[config.mk]
export PLATFORM = sky130hd
export DESIGN_NAME = s6bit_accumulator
export DESIGN_NICKNAME = d
export VERILOG_FILES = /design/src/rtl/s6bit_accumulator.sv
export SDC_FILE = /design/constraint.sdc
export NUM_CORES = 1
export LEC_CHECK = 0
export BUFFER_PORTS_ARGS = -buffer_cell sky130_fd_sc_hd__buf_4
export CAP_MARGIN = 20
export CORE_UTILIZATION = 46
export CTS_CLUSTER_SIZE = 40
export DETAILED_ROUTE_END_ITERATION = 10
export GPL_TIMING_DRIVEN = 1
export PLACE_DENSITY = 0.74
export SYNTH_ARGS = -nofsm -noshare
export SYNTH_HDL_FRONTEND = slang
export SYNTH_SLANG_ARGS = --single-unit
[constraint.sdc]
create_clock -name clk -period 1.9 [get_ports clk]
set_input_delay 0.19 -clock clk [delete_from_list [all_inputs] [get_ports clk]]
set_output_delay 0.19 -clock clk [all_outputs]
set_load 0.05 [all_outputs]
[src/rtl/s6bit_accumulator.sv]
`default_nettype none
// ============================================================================
// Module   : s6bit_accumulator
// Purpose  : Batch accumulator for signed 6-bit operands. Takes N_OPS
//            operands over a valid/ready input handshake. Keeps a sticky
//            signed-overflow flag. Wraps or saturates the sum per step.
//            Holds the final result under a valid/ready output handshake.
// Revision : 1.0 - initial release
// ============================================================================
module s6bit_accumulator #(
  parameter int N_OPS    = 4,
  parameter int CNT_W    = 3,
  parameter bit SATURATE = 1'b0
) (
  input  logic             clk,
  input  logic             rst,
  input  logic             clear,
  input  logic             in_valid,
  output logic             in_ready,
  input  logic [5:0]       in_data,
  output logic [5:0]       acc,
  output logic             overflow,
  output logic [CNT_W-1:0] count,
  output logic             out_valid,
  input  logic             out_ready
);

  typedef enum logic [1:0] {
    IDLE  = 2'd0,
    ACCUM = 2'd1,
    DONE  = 2'd2
  } state_t;

  localparam logic [CNT_W-1:0] LAST_CNT = CNT_W'(N_OPS);

  state_t           state;
  logic             xfer;
  logic [5:0]       raw_sum;
  logic             step_ovf;
  logic [5:0]       next_acc;
  logic [CNT_W-1:0] count_inc;

  // Input handshake: blocked while a result is held or a clear is pending.
  assign in_ready = (state != DONE) && !clear;
  assign xfer     = in_valid && in_ready;

  // Single-step 6-bit add with signed overflow detection and optional clamp.
  always_comb begin
    raw_sum   = acc + in_data;
    step_ovf  = (acc[5] == in_data[5]) && (raw_sum[5] != acc[5]);
    next_acc  = raw_sum;
    if (SATURATE && step_ovf) begin
      // Clamp towards the sign both operands shared.
      next_acc = acc[5] ? 6'b100000 : 6'b011111;
    end
    count_inc = count + 1'b1;
  end

  // Batch FSM with registered result, flag, count and out_valid.
  always_ff @(posedge clk or posedge rst) begin
    if (rst) begin
      state     <= IDLE;
      acc       <= '0;
      overflow  <= 1'b0;
      count     <= '0;
      out_valid <= 1'b0;
    end else if (clear) begin
      // Abort drops any held result; a simultaneous out_ready does not deliver it.
      state     <= IDLE;
      acc       <= '0;
      overflow  <= 1'b0;
      count     <= '0;
      out_valid <= 1'b0;
    end else begin
      case (state)
        IDLE, ACCUM: begin
          if (xfer) begin
            acc      <= next_acc;
            overflow <= overflow | step_ovf;
            count    <= count_inc;
            if (count_inc == LAST_CNT) begin
              state     <= DONE;
              out_valid <= 1'b1;
            end else begin
              state <= ACCUM;
            end
          end
        end
        DONE: begin
          if (out_valid && out_ready) begin
            state     <= IDLE;
            acc       <= '0;
            overflow  <= 1'b0;
            count     <= '0;
            out_valid <= 1'b0;
          end
        end
        default: begin
          state     <= IDLE;
          acc       <= '0;
          overflow  <= 1'b0;
          count     <= '0;
          out_valid <= 1'b0;
        end
      endcase
    end
  end

endmodule
`default_nettype wire

Yosys cells after proc, flatten, opt, wreduce, memory -nomap -nowiden
Index checks and enable logic that the tools add are counted.
{ "classes": {"addsub": 2, "multipliers": 0, "n_div": 0, "n_lt_le_gt_ge": 0, "eq_ne": 9, "n_shift": 0, "mux": 21, "n_bitwise": 1, "n_reduce_logical": 9} }
{ "ops": {"columns": ["operator", "count"], "rows": [
  ["$mux W6", 3],
  ["$pmux W6 S2", 1],
  ["$mux W3", 3],
  ["$ne A3 B3 Y1 const B", 3],
  ["$mux W2", 4],
  ["$add A6 B6 Y6", 1],
  ["$mux W1", 6],
  ["$pmux W3 S2", 1],
  ["$logic_and A1 B1 Y1", 4],
  ["$pmux W1 S2", 2],
  ["$pmux W2 S2", 1],
  ["$add A3 B1 Y3 const B", 1],
  ["$eq A3 B3 Y1 const B", 1],
  ["$reduce_and A3 Y1", 1],
  ["$eq A2 B1 Y1 const B", 1],
  ["$eq A2 B2 Y1 const B", 1],
  ["$logic_not A2 Y1", 1],
  ["$ne A2 B2 Y1 const B", 1],
  ["$reduce_and A2 Y1", 1],
  ["$reduce_or A2 Y1", 1],
  ["$eq A1 B1 Y1", 1],
  ["$logic_not A1 Y1", 1],
  ["$ne A1 B1 Y1", 1],
  ["$or A1 B1 Y1", 1]
]} }
{ "totals": {"regBits": 13, "latchBits": 0, "ram_bits": 0, "mem_bits_ro": 0, "out_inout_bits": 12, "word_cells": 47, "mem_count": 0} }

Longest topological paths before layout
{ "logic_depth": {"ltp_word": 7, "depth_mapped": 6, "ltp_nobuf": 6} }

Worst setup path before layout
No wires, ideal clock.
{ "synth_path": {"kind": "flip-flop to flip-flop", "start": "register acc[3]", "end": "register overflow", "arrival_ns": 1.927, "t_required_ns": 1.774, "slack_ns": -0.153, "stages_incl_launch_ff": 6, "n_path_buf": 0, "synth_period_minus_slack_ns": 2.053, "path_cell_list": "dfrtp_1 > ha_1 > and3_1 > a2111oi_4 > nor2b_1 > a221o_1"} }
{ "synth_between": {"elab_chain_cells": 7} }
{ "synth_rtl": {"columns": ["item", "line_no", "source"], "rows": [
  ["from (decl)", "21", "output logic [5:0] acc,"],
  ["from (signal assigned)", "78", "acc <= next_acc;"],
  ["$add A6 B6 Y6", "49", "raw_sum = acc + in_data;"],
  ["$ne A1 B1 Y1", "50", "step_ovf = (acc[5] == in_data[5]) && (raw_sum[5] != acc[5]);"],
  ["$logic_and A1 B1 Y1", "50", null],
  ["$or A1 B1 Y1", "79", "overflow <= overflow | step_ovf;"],
  ["$mux W1", "77", "if (xfer) begin"],
  ["$pmux W1 S2", "75", "case (state)"],
  ["$mux W1", "67", "end else if (clear) begin"],
  ["to (signal assigned)", "79", null],
  ["to (decl)", "22", "output logic overflow,"]
]} }
Every way passes these cells. The select of a mux whose other input is x is not followed.
A chain may end at the register's enable or synchronous reset.

Worst setup path after layout
{ "layout_path": {"start": "register acc[1]", "end": "register overflow"} }
The elaborated chain is that of the path after synthesis.

==> results.yml <==
die:
  fp.dieH_um: 45.23
  dieWidth_um: 45.23
  initial_core_util: 0.4925
  core_area_mm2: 0.001745
  dieArea_mm2: 0.002045
  ioPinCount: 23
  rows: 15
yosys:
  yosysUniqueCellTypes: 31
  synth_common_cells: "dfrtp_1, ha_1, o21ai_0, nand2_1, nor2_1"
  synth_flop_cell: "dfrtp_1"
  synth_seq_cells: 13
  yosysTopAreaCellShare: 0.3785
  synth_top_area_cell: "dfrtp_1"
  synth_area_um2: 859.6
  syn_inst: 80
  ys_seq_area_frac: 0.3785
  yosys_warnings: 0
  synth-edff-count: 0
  synth.most_common_cell: "dfrtp_1"
  synthArstFlopShare: 1.000
  postSynthNetCount: 99
  ys_top_cells_by_area: "dfrtp_1, ha_1, o21ai_0, a2111oi_4, a22o_1"
  avgSynthCellArea_um2: 10.74
placement:
  numPortBuffers: 22
  dp_hpwl_um: 1273
  place_area_mm2: 0.001071
  place_congestion: 0.7484
  dp_cells: 126
global_routing:
  antenna_found_initial: 0
  grt_max_degree: 14
  grt_pass1_vias: 685
  grt_pass1_wl_um: 2932
  grt.total_usage: 0.2019
  grt.overflow.total: 0
route:
  wirelength_um: 1724
  ant_nets: 0
  vias: 720
  drtIter0Drc: 15
  drc: 0
  drt-pass1-iter-count: 4
  post_drt_wl_per_cell_um: 13.06
  routed_via_density: 5.455
clocking:
  insertion_delay_ps: 270
  htreeDepth: 1
  cts_made_buffers: 3
  clockBufferDepth: 2
  cts_tree: "yes"
  clk_pin_slew_ps: 80
  clockRootBuffer: "clkbuf_4"
  cts.sinks: 13
status:
  status: "complete, no violations"
timing:
  min_period_ps: 1787
  maxSlewViolCount: 0
  finalSetupViolCount: 0
  finalHoldViolations: 0
  worstMarginPinSlew_ps: 522.0
  whs_ps: 145.7
  rsz0062_at_grt: "no"
  period_share: 0.9407
  slew-limit-headroom: 0.6516
  fmax_mhz: 559.5
  finalSetupTns_ps: 0
  skew_ps: 3.195
power:
  p_leak_nw: 0.5460
  vdd_ir_drop_max_v: 0.0004572
  p_per_area_mw_per_mm2: 705.5
cells_and_area:
  fillers: 144
  n_antenna_cell: 0
  syn2layout_area_growth_pct: 29.69
  stdcell_area_mm2: 0.001115
  nets: 127
  fin_util: 0.6387
  stdcell_count: 132
  drive_above_1_share: 0.3645
worst_setup_path:
  worst-endpoint-arrival_ps: 1950
  crit_chain: "ha_1 > a21o_1 > a2111oi_4 > nor2b_1 > a221o_1"
  cp.required_ps: 2060
  crit_path_max_incr_delay_ps: 430
  end_kind: "flop"
  criticalPathCategory: "reg -> reg"
  start_kind: "flop"
  worst-path-max-fanout: 3
  slowest_stage: "dfrtp_2"
run:
  maxCapViolCount: 0
hold_path:
  worst_hold_path_type: "in -> reg"
-- routing by layer --
| layer | global-route usage | up-vias | routed length, µm |
|---|---|---|---|
| li1 | - | 349 | - |
| met1 | 0.2792 | 348 | 792 |
| met2 | 0.3159 | 21 | 835 |
| met3 | 0.03600 | 2 | 81 |
| met4 | 0.07273 | 0 | 14 |
| met5 | 0 | - | 0 |
-- worst paths after layout --
| path | to | from | depth (start not counted) | slack [ps] |
|---|---|---|---|---|
| worst min-delay path | state[0]$_DFFE_PP0P_ | clear | 2 | 150 |
| min in group asynchronous | acc[0]$_DFFE_PP0P_ | rst | 3 | 520 |
| worst min register to register | out_valid$_DFFE_PP0P_ | out_valid$_DFFE_PP0P_ | 1 | 520 |
| max in group asynchronous | acc[4]$_DFFE_PP0P_ | rst | 3 | 1000 |
| worst max-delay path | overflow$_DFFE_PP0P_ | acc[1]$_DFFE_PP0P_ | 5 | 110 |
| worst max register to register | overflow$_DFFE_PP0P_ | acc[1]$_DFFE_PP0P_ | 5 | 110 |
-- cell type report --
cell class                      count  area (µm²)  share of cell area
Inverter                            1       3.754            0.003367
Timing Repair Buffer               25       190.2              0.1706
Tap cell                           25       31.28             0.02806
Clock buffer                        4       26.28             0.02357
Sequential cell                    13       330.3              0.2963
Multi-Input combinational cell     64       533.0              0.4781
-- what timing repair did --
action | in CTS | in global routing
buffers inserted | 0 | 1
hold buffers | 1 | 0
setup endpoints to repair | 0 | 2
gates resized for setup | 0 | 0
endpoints found under the hold margin | 13 | 0
-- report_power, final --
group	total [W]	internal, W	switching (W)
clock	0.000172	0.0000812	0.0000910
sequential	0.000326	0.000301	0.0000247
combinational	0.000288	0.000119	0.000170
total	0.000786	0.000501	0.000285
-- placed cells by master, fill, tap and decap left out, types with 2 or more instances in the layout --
master	Yosys	layout
nor3_1	2	2
and2_1	2	2
o21a_1	2	2
dfrtp_2	0	4
and3_1	3	3
nor3b_1	2	2
a22o_1	3	3
ha_4	0	2
ha_1	7	5
mux2i_1	2	2
a21oi_1	3	3
nand3_1	3	3
nor2_1	4	4
xor2_1	3	3
dfrtp_1	13	9
buf_4	0	24
clkbuf_4	0	3
a21o_1	2	2
o21ai_0	7	7
nand2_1	6	6
-- flip-flops by register name (all words and copies together) (netlist names) --
name / cells
state: 2
overflow: 1
count: 3
out_valid: 1
acc: 6
-- critical path, delay by kind of cell (launching register included) --
family                   cells  cell delay, ps
adder cells (fa/ha/maj)      1             270
flip-flops                   1             430
AO/OA/AOI/OAI                3             890
AND/OR/NAND/NOR              1              90
-- cells by family (layout without fill, tap and decap cells) --
kind of cell    count (synthesis)  in the layout  synth area share
buf+inv                         3             30           0.03056
xor+xnor                        4              4           0.04076
compound gates                 22             22            0.2111
flops                          13             13            0.3785
fa+ha+maj                       8              8            0.1252
mux                             2              2           0.02329
simple gates                   28             28            0.1907
-- stage by stage --
stage          power [W]  setup WS [ps]
6_report       0.0007865          112.7
4_1_cts        0.0007879          70.86
5_1_grt        0.0008320          30.95
2_1_floorplan  0.0005325          2.786
3_5_place_dp   0.0006163          82.40
3_3_place_gp   0.0006091          124.8
Note: power is estimated with default switching activity, not from simulation.
